[src/rtl/seg7_scan_if.sv]
// seg7_scan_if: digit data/load inputs and multiplexed segment/anode pins of the scan driver
interface seg7_scan_if #(parameter int NUM_DIGITS = 4);
  localparam int IW = NUM_DIGITS > 1 ? $clog2(NUM_DIGITS) : 1;
  logic [4*NUM_DIGITS-1:0] value;
  logic [NUM_DIGITS-1:0] dp_in;
  logic [NUM_DIGITS-1:0] blank_in;
  logic load;
  logic [6:0] seg;
  logic dp;
  logic [NUM_DIGITS-1:0] an;
  logic [IW-1:0] digit_idx;
  modport master(output value, dp_in, blank_in, load, input seg, dp, an, digit_idx);
  modport slave(input value, dp_in, blank_in, load, output seg, dp, an, digit_idx);
endinterface

[src/rtl/seg7_scan_driver.sv]
// seg7_scan_driver: time-multiplexed multi-digit 7-segment driver with shadow registers and anti-ghost slot
module seg7_scan_driver #(
  parameter int NUM_DIGITS  = 4,
  parameter int REFRESH_DIV = 100000,
  parameter int ACTIVE_LOW  = 1,
  parameter int HEX_MODE    = 1
) (
  input logic clk,
  input logic rst,
  seg7_scan_if.slave bus
);
  localparam int IW = NUM_DIGITS > 1 ? $clog2(NUM_DIGITS) : 1;
  localparam int CW = $clog2(REFRESH_DIV);
  localparam logic P = ACTIVE_LOW != 0;
  localparam logic [6:0] DEC [16] = '{7'h3F, 7'h06, 7'h5B, 7'h4F, 7'h66, 7'h6D, 7'h7D, 7'h07,
                                      7'h7F, 7'h6F, 7'h77, 7'h7C, 7'h39, 7'h5E, 7'h79, 7'h71};
  logic [CW-1:0] cnt;
  logic [IW-1:0] idx;
  logic [4*NUM_DIGITS-1:0] sh_val;
  logic [NUM_DIGITS-1:0] sh_dp, sh_bl, an_q, an_d;
  logic [6:0] seg_q, seg_d;
  logic dp_q, dp_d, last, dark;
  logic [3:0] nib;
  // the final count of each slot is the dark anti-ghost cycle
  always_comb begin
    last = cnt == CW'(REFRESH_DIV - 1);
    nib = sh_val[{idx, 2'b00} +: 4];
    dark = last || sh_bl[idx];
    seg_d = (dark || (HEX_MODE == 0 && nib > 4'd9)) ? 7'h00 : DEC[nib];
    dp_d = !dark && sh_dp[idx];
    an_d = last ? '0 : NUM_DIGITS'(1) << idx;
  end
  always_ff @(posedge clk) begin
    if (rst) begin
      cnt <= '0;
      idx <= '0;
      sh_val <= '0;
      sh_dp <= '0;
      sh_bl <= '0;
      seg_q <= {7{P}};
      dp_q <= P;
      an_q <= {NUM_DIGITS{P}};
    end else begin
      cnt <= last ? '0 : cnt + 1'b1;
      if (last) idx <= (idx == IW'(NUM_DIGITS - 1)) ? '0 : idx + 1'b1;
      if (bus.load) begin
        sh_val <= bus.value;
        sh_dp <= bus.dp_in;
        sh_bl <= bus.blank_in;
      end
      seg_q <= seg_d ^ {7{P}};
      dp_q <= dp_d ^ P;
      an_q <= an_d ^ {NUM_DIGITS{P}};
    end
  end
  assign bus.seg = seg_q;
  assign bus.dp = dp_q;
  assign bus.an = an_q;
  assign bus.digit_idx = idx;
endmodule

[src/flat_wrapper.sv]
// flat-port wrapper written by rule: the top's interface ports become plain ports
module seg7_scan_driver_flat 
#(
  parameter int NUM_DIGITS  = 4,
  parameter int REFRESH_DIV = 100000,
  parameter int ACTIVE_LOW  = 1,
  parameter int HEX_MODE    = 1
)
  (clk, rst, bus_value, bus_dp_in, bus_blank_in, bus_load, bus_seg, bus_dp, bus_an, bus_digit_idx);
  seg7_scan_if #(.NUM_DIGITS(NUM_DIGITS)) bus_i ();
  input logic clk;
  input logic rst;
  input wire logic [$bits(bus_i.value)-1:0] bus_value;
  input wire logic [$bits(bus_i.dp_in)-1:0] bus_dp_in;
  input wire logic [$bits(bus_i.blank_in)-1:0] bus_blank_in;
  input wire logic [$bits(bus_i.load)-1:0] bus_load;
  output wire logic [$bits(bus_i.seg)-1:0] bus_seg;
  output wire logic [$bits(bus_i.dp)-1:0] bus_dp;
  output wire logic [$bits(bus_i.an)-1:0] bus_an;
  output wire logic [$bits(bus_i.digit_idx)-1:0] bus_digit_idx;
  assign bus_i.value = bus_value;
  assign bus_i.dp_in = bus_dp_in;
  assign bus_i.blank_in = bus_blank_in;
  assign bus_i.load = bus_load;
  assign bus_seg = bus_i.seg;
  assign bus_dp = bus_i.dp;
  assign bus_an = bus_i.an;
  assign bus_digit_idx = bus_i.digit_idx;
  seg7_scan_driver #(.NUM_DIGITS(NUM_DIGITS), .REFRESH_DIV(REFRESH_DIV), .ACTIVE_LOW(ACTIVE_LOW), .HEX_MODE(HEX_MODE)) u_core (.clk(clk), .rst(rst), .bus(bus_i));
endmodule
[config.mk]
export PLATFORM = sky130hd
export DESIGN_NAME = seg7_scan_driver_flat
export DESIGN_NICKNAME = d
export VERILOG_FILES = /design/src/rtl/seg7_scan_if.sv /design/src/rtl/seg7_scan_driver.sv /design/src/flat_wrapper.sv
export SDC_FILE = /design/constraint.sdc
export NUM_CORES = 1
export LEC_CHECK = 0
export CORE_ASPECT_RATIO = 1.1
export CORE_MARGIN = 4
export CORE_UTILIZATION = 57
export CTS_CLUSTER_DIAMETER = 40
export DETAILED_ROUTE_END_ITERATION = 6
export PLACE_DENSITY = 0.81
export SYNTH_ARGS = -nofsm -noshare
export SYNTH_HDL_FRONTEND = slang
export SYNTH_SLANG_ARGS = --single-unit
[constraint.sdc]
create_clock -name clk -period 4.25 [get_ports clk]
set_input_delay 0.425 -clock clk [delete_from_list [all_inputs] [get_ports clk]]
set_output_delay 0.425 -clock clk [all_outputs]
set_load 0.05 [all_outputs]
* Yosys cells after proc, flatten, opt, wreduce, memory -nomap -nowiden *
Memories as Yosys holds them, arrays and structs flattened.
Cells that the tools add are included.

cells by class
  add/sub/neg operators = 2
  magnitude comparators = 2
  equality and inequality tests = 2
  shift operators = 2
  mux-type cells = 9
  bitwise logic cells = 4
  reduce and logical (&&, ||, !) cells = 4

operators by type and width
  kind                     number
  $mux W7                  3
  $add A17 B1 Y17 const B  1
  $eq A17 B17 Y1 const B   1
  $shiftx A16 B5 Y4        1
  $not A7 Y7               1
  $ge A5 B5 Y1 const B     1
  $not A4 Y5               1
  $bmux W1 S2              2
  $mux W4                  1
  $not A4 Y4               1
  $shl A1 B2 Y4 const A    1
  $lt A2 B3 Y1 const B     1
  $add A2 B1 Y2 const B    1
  $eq A2 B2 Y1 const B     1
  $mux W1                  2
  $mux W2                  1
  $reduce_or A2 Y1         1
  $logic_and A1 B1 Y1      1
  $logic_not A1 Y1         1
  $logic_or A1 B1 Y1       1
  $not A1 Y1               1

storage, ports and cells
  register bits = 55
  memory bits (read-only) = 112
  bits of input ports = 27
  output and inout bits = 14
  logic and storage cells = 34
  memories kept = 1

memory list
  memory            words  bits a word  read ports  clocked after memory_dff  wr ports  RTL line                text
  (name not given)  16     7            1           0                         0         seg7_scan_driver.sv:29  seg_d = (dark || (HEX_MODE == 0 && nib > 4'd9)) ? 7'h00 : DEC[nib];

* Logic depth before layout (Yosys ltp) *
  word-level depth = 7
  depth in mapped cells = 7
  depth with buffers taken out = 6

* Worst setup path before layout *
No wires, ideal clock.

  kind = reg2reg
  from = register u_core.idx[1], in the netlist u_core.bus.digit_idx[1]
  to = register u_core.seg_q[6], in the netlist u_core.bus.seg[6]
  library setup time = 148 ps
  arrival = 2171 ps
  data required time = 4102 ps
  path slack = 1931 ps
  stages on the path, launching flop included = 7
  path buffers = 2
  clock period less this slack = 2319 ps
  cell sequence = dfxtp_1 -> buf_2 -> mux2_2 -> mux2i_1 -> clkbuf_1 -> mux2i_1 -> o221ai_1

between the ends
  longest elaborated chain between the ends = 7
  elaborated cells on any way between the ends = 10
  classes of those cells = shift (1); mux (5); bitwise (2); reduce/logical (1); memory (1)

RTL lines
  what                                        RTL line                text
  start: declaration                          seg7_scan_driver.sv:18  logic [IW-1:0] idx;
  start signal: assignment                    seg7_scan_driver.sv:45  if (last) idx <= (idx == IW'(NUM_DIGITS - 1)) ? '0 : idx + 1'b1;
  $shiftx A16 B5 Y4                           seg7_scan_driver.sv:27  nib = sh_val[{idx, 2'b00} +: 4];
  $not A4 Y5 (not written as such)            seg7_scan_driver.sv:29
  $mem_v2 Z16 W7                              n/a
  $mux W7 (not written as such) (2 in a row)  seg7_scan_driver.sv:29
  $mux W7 *                                   seg7_scan_driver.sv:29
  $not A7 Y7 (no source line) *               n/a
  end signal: assignment                      seg7_scan_driver.sv:40  seg_q <= {7{P}};
  end signal: assignment                      seg7_scan_driver.sv:51  seg_q <= seg_d ^ {7{P}};
  end: declaration                            seg7_scan_driver.sv:21  logic [6:0] seg_q, seg_d;

Every way passes the cells marked *; elsewhere a longest branch is shown, timed or not. The select of a mux whose other input is x is not followed.
A chain may end at the register's enable or synchronous reset.

* Worst setup path in the final report *
  from = register u_core.idx[1], in the netlist u_core.bus.digit_idx[1]
  to = register u_core.seg_q[5], in the netlist u_core.bus.seg[5]

The elaborated chain is that of the path after synthesis.

==> results by group <==
Layout
  – Commonest non-fill, non-tap cell in the layout: dfxtp_1
  – N_diodes: 0
  – Synth-to-layout area growth: 21.7%
  – Layout cells sized above 1: 9.25%
  – Post-layout util: a little under three quarters
  – # fillers: 327
  – Commonest cells after routing, fill and taps aside: 55 x dfxtp_1, 42 x nor2_1, 40 x clkdlybuf4s50_1
  – Final #Nets: 318

Status
  – Outcome: complete, no violations

Worst setup path
  – Most frequent CP cell: mux2i_1
  – CP cell instances: mux2_2, mux2i_1, mux2i_1, o221ai_1
  – Crit-path max FO: 14
  – Crit. End Element: flop
  – CP required: 4400 ps
  – CP top delay family: multiplexers
  – Crit path arrival time: ~2600 ps
  – Startpoint types: flop
  – CP peak stage delay: 740 ps
  – WP buf/inv: 0
  – CP max-delay cell: mux2i_1
  – CP Class: flop to flop

CTS
  – Cts bufs inserted: 5
  – Max clock buf depth: 2
  – CTS resizes: 0
  – Clock transition at path regs: 100 ps
  – Clock root buffer: clkbuf_8
  – Clock sink count: 55
  – CTS tree: yes
  – Worst-Skew Late Latency: 310 ps
  – # H-tree levels: 2
  – Post-CTS Setup Repair Bufs: 0
  – Hold_buf cts: 0

Floorplanning
  – Core area: between 0.004 and 0.005 mm²
  – Die W: 71.4 µm
  – Chip Height: 77.7 µm
  – Initial core utilization: 58.8%
  – Io pins: 41
  – DIE AREA: 0.00555 mm²
  – FP Rows: 25

Drt
  – Remaining DRCs: 0
  – Final WL: 4.68 mm
  – Initial DRT Pass Iterations: 4
  – Drt via density: between 5 and 6
  – DRT iter0 DRCs: between 100 and 150
  – Wire per inst: 14.0 µm
  – DR vias: 1848
  – Final ANT Viol Nets: 0

Timing
  – Max frequency: 408 MHz
  – Slew Limit Fails: 0
  – Max-slew headroom: 35.8%
  – Skew final: 10.5 ps
  – Hold Violations, Final: 0
  – Actual slew at the worst max-slew pin: 936 ps
  – Fin crit period: 2450 ps
  – RSZ-0062 raised after global routing: no
  – Finish-stage setup viols: 0
  – Setup ws final: 1800 ps
  – Setup TNS: 0 ps
  – Final critical-path share of the clock period: 57.7%

Power and ir drop
  – VDD IR max: 0.206 mV
  – Leak Pwr: 1.26 nW
  – Power Density: 342 mW/mm²
  – Pwr Total: 1.05 mW

Placement
  – Final HPWL DP: 3.43 mm
  – PortBufs: 40
  – GPL Wtd Cong: 0.795
  – Placement Setup Slack: approximately 1800 ps

Logic synthesis
  – Synth Cell Area: 0.00252 mm²
  – Seq/Total Area, Yosys: ~44%
  – Fraction of synthesized area in multiplexers: 19.8%
  – Yosys cell types: 32
  – Synth Register Bits: 55
  – Synth Area in Simple Gates: ~17%
  – Synth Area in XOR/XNOR: 6.26%
  – Post-synth ARST share: 0%
  – Largest family of logic cells by synthesized area: multiplexers
  – Post-Synthesis Cells: 244
  – Post-synth EDFFs: 0
  – Compound-Gate Fraction of Synth Area: roughly 4.8%
  – Synth Area in Adders: around 5.5%
  – Syn nets: 282
  – Synth warn: 0
  – Most used DFF post-synth: dfxtp_1
  – Syn Area/Cell: 10.3 µm²

Global route
  – Total GRT Usage: 18.2%
  – First-pass GRT wire length: 8.18 mm
  – Largest net degree at the start of global routing: 28
  – Initial antenna violation count: 0
  – Vias in the first global route: 1829
  – Global route overflow: 0

Flow run
  – Maxcap violations: 0

Min path
  – Hold Crit Class: flop to flop
## path summary, 6_finish.rpt
check,from,to,slack [ps],cells after the start
worst max-delay path,u_core.bus.digit_idx[1]$_SDFFE_PP0N_,u_core.bus.seg[5]$_SDFF_PP1_,1800,4
worst min-delay path,u_core.cnt[0]$_SDFF_PP0_,u_core.cnt[0]$_SDFF_PP0_,490,1
worst max register to register,u_core.bus.digit_idx[1]$_SDFFE_PP0N_,u_core.bus.seg[5]$_SDFF_PP1_,1800,4
worst min register to register,u_core.cnt[0]$_SDFF_PP0_,u_core.cnt[0]$_SDFF_PP0_,490,1
## power by group
part,switching [mW],internal (mW),leakage [nW],total [mW]
combinational,0.0732,0.0692,0.755,0.142
clock,0.174,0.178,0.0548,0.352
sequential,0.0141,0.539,0.451,0.553
total,0.262,0.785,1.26,1.05
## stage by stage
stage | std cells | cell area, µm² | hold WS (ps)
6_report | 335 | 3070 | 493
5_1_grt | 335 | 3070 | 518
4_1_cts | 335 | 3070 | 499
3_5_place_dp | 327 | 2950 | 473
3_3_place_gp | 327 | 2950 | 439
2_1_floorplan | 244 | 2520 | 426
## cell families after synthesis
logic type	after synthesis
AND/OR/NAND/NOR	86
flip-flops	55
buffers and inverters	18
AO/OA/AOI/OAI	14
XOR/XNOR	18
multiplexers	42
adder cells (fa/ha/maj)	11
## layout make-up
type	instances	area, µm²	share of cell area [%]
Clock inverter	3	46.3	1.51
Clock buffer	5	68.8	2.24
Multi-Input combinational cell	171	1350	44.0
Sequential cell	55	1100	35.9
Inverter	5	18.8	0.612
Timing Repair Buffer	42	415	13.6
Tap cell	54	67.6	2.20
## worst register-to-register path: stages (launching register included)
cell and delay, ps:
dfxtp_1 720, mux2_2 430, mux2i_1 740, mux2i_1 280, o221ai_1 130
## synthesized netlist by cell type (all sizes together) (2+ instances only)
cell type  number  area [µm²]
a21oi           4        23.8
and2            2        13.8
and3            2        15.0
and4            4        35.0
buf             3        13.8
clkbuf         10        37.5
dfxtp          55        1100
ha             11         138
inv             5        18.8
mux2            3        33.8
mux2i          33         330
mux4            6         135
nand2          11        41.3
nand3           6        30.0
nand3b          2        15.0
nand4           9        56.3
nor2           42         158
o211ai          3        22.5
o221ai          3        26.3
or3             4        25.0
or4             2        22.5
xor2           17         149
## metal layers
layer | vias up | part of all wire (%) | wire length [µm] | track usage [%]
li1 | 928 | - | - | -
met1 | 866 | 47 | 2210 | 23.7
met2 | 49 | 47 | 2190 | 30.0
met3 | 5 | 4.8 | 226 | 4.02
met4 | 0 | 1.2 | 57 | 5.64
met5 | - | 0 | 0 | 0
## state kept, by name, indices dropped and copies added (netlist names)
register              flops
u_core.bus.an             4
u_core.bus.digit_idx      2
u_core.bus.dp             1
u_core.bus.seg            7
u_core.cnt               17
u_core.sh_bl              4
u_core.sh_dp              4
u_core.sh_val            16
No activity file was read; power rests on OpenSTA's default activity.
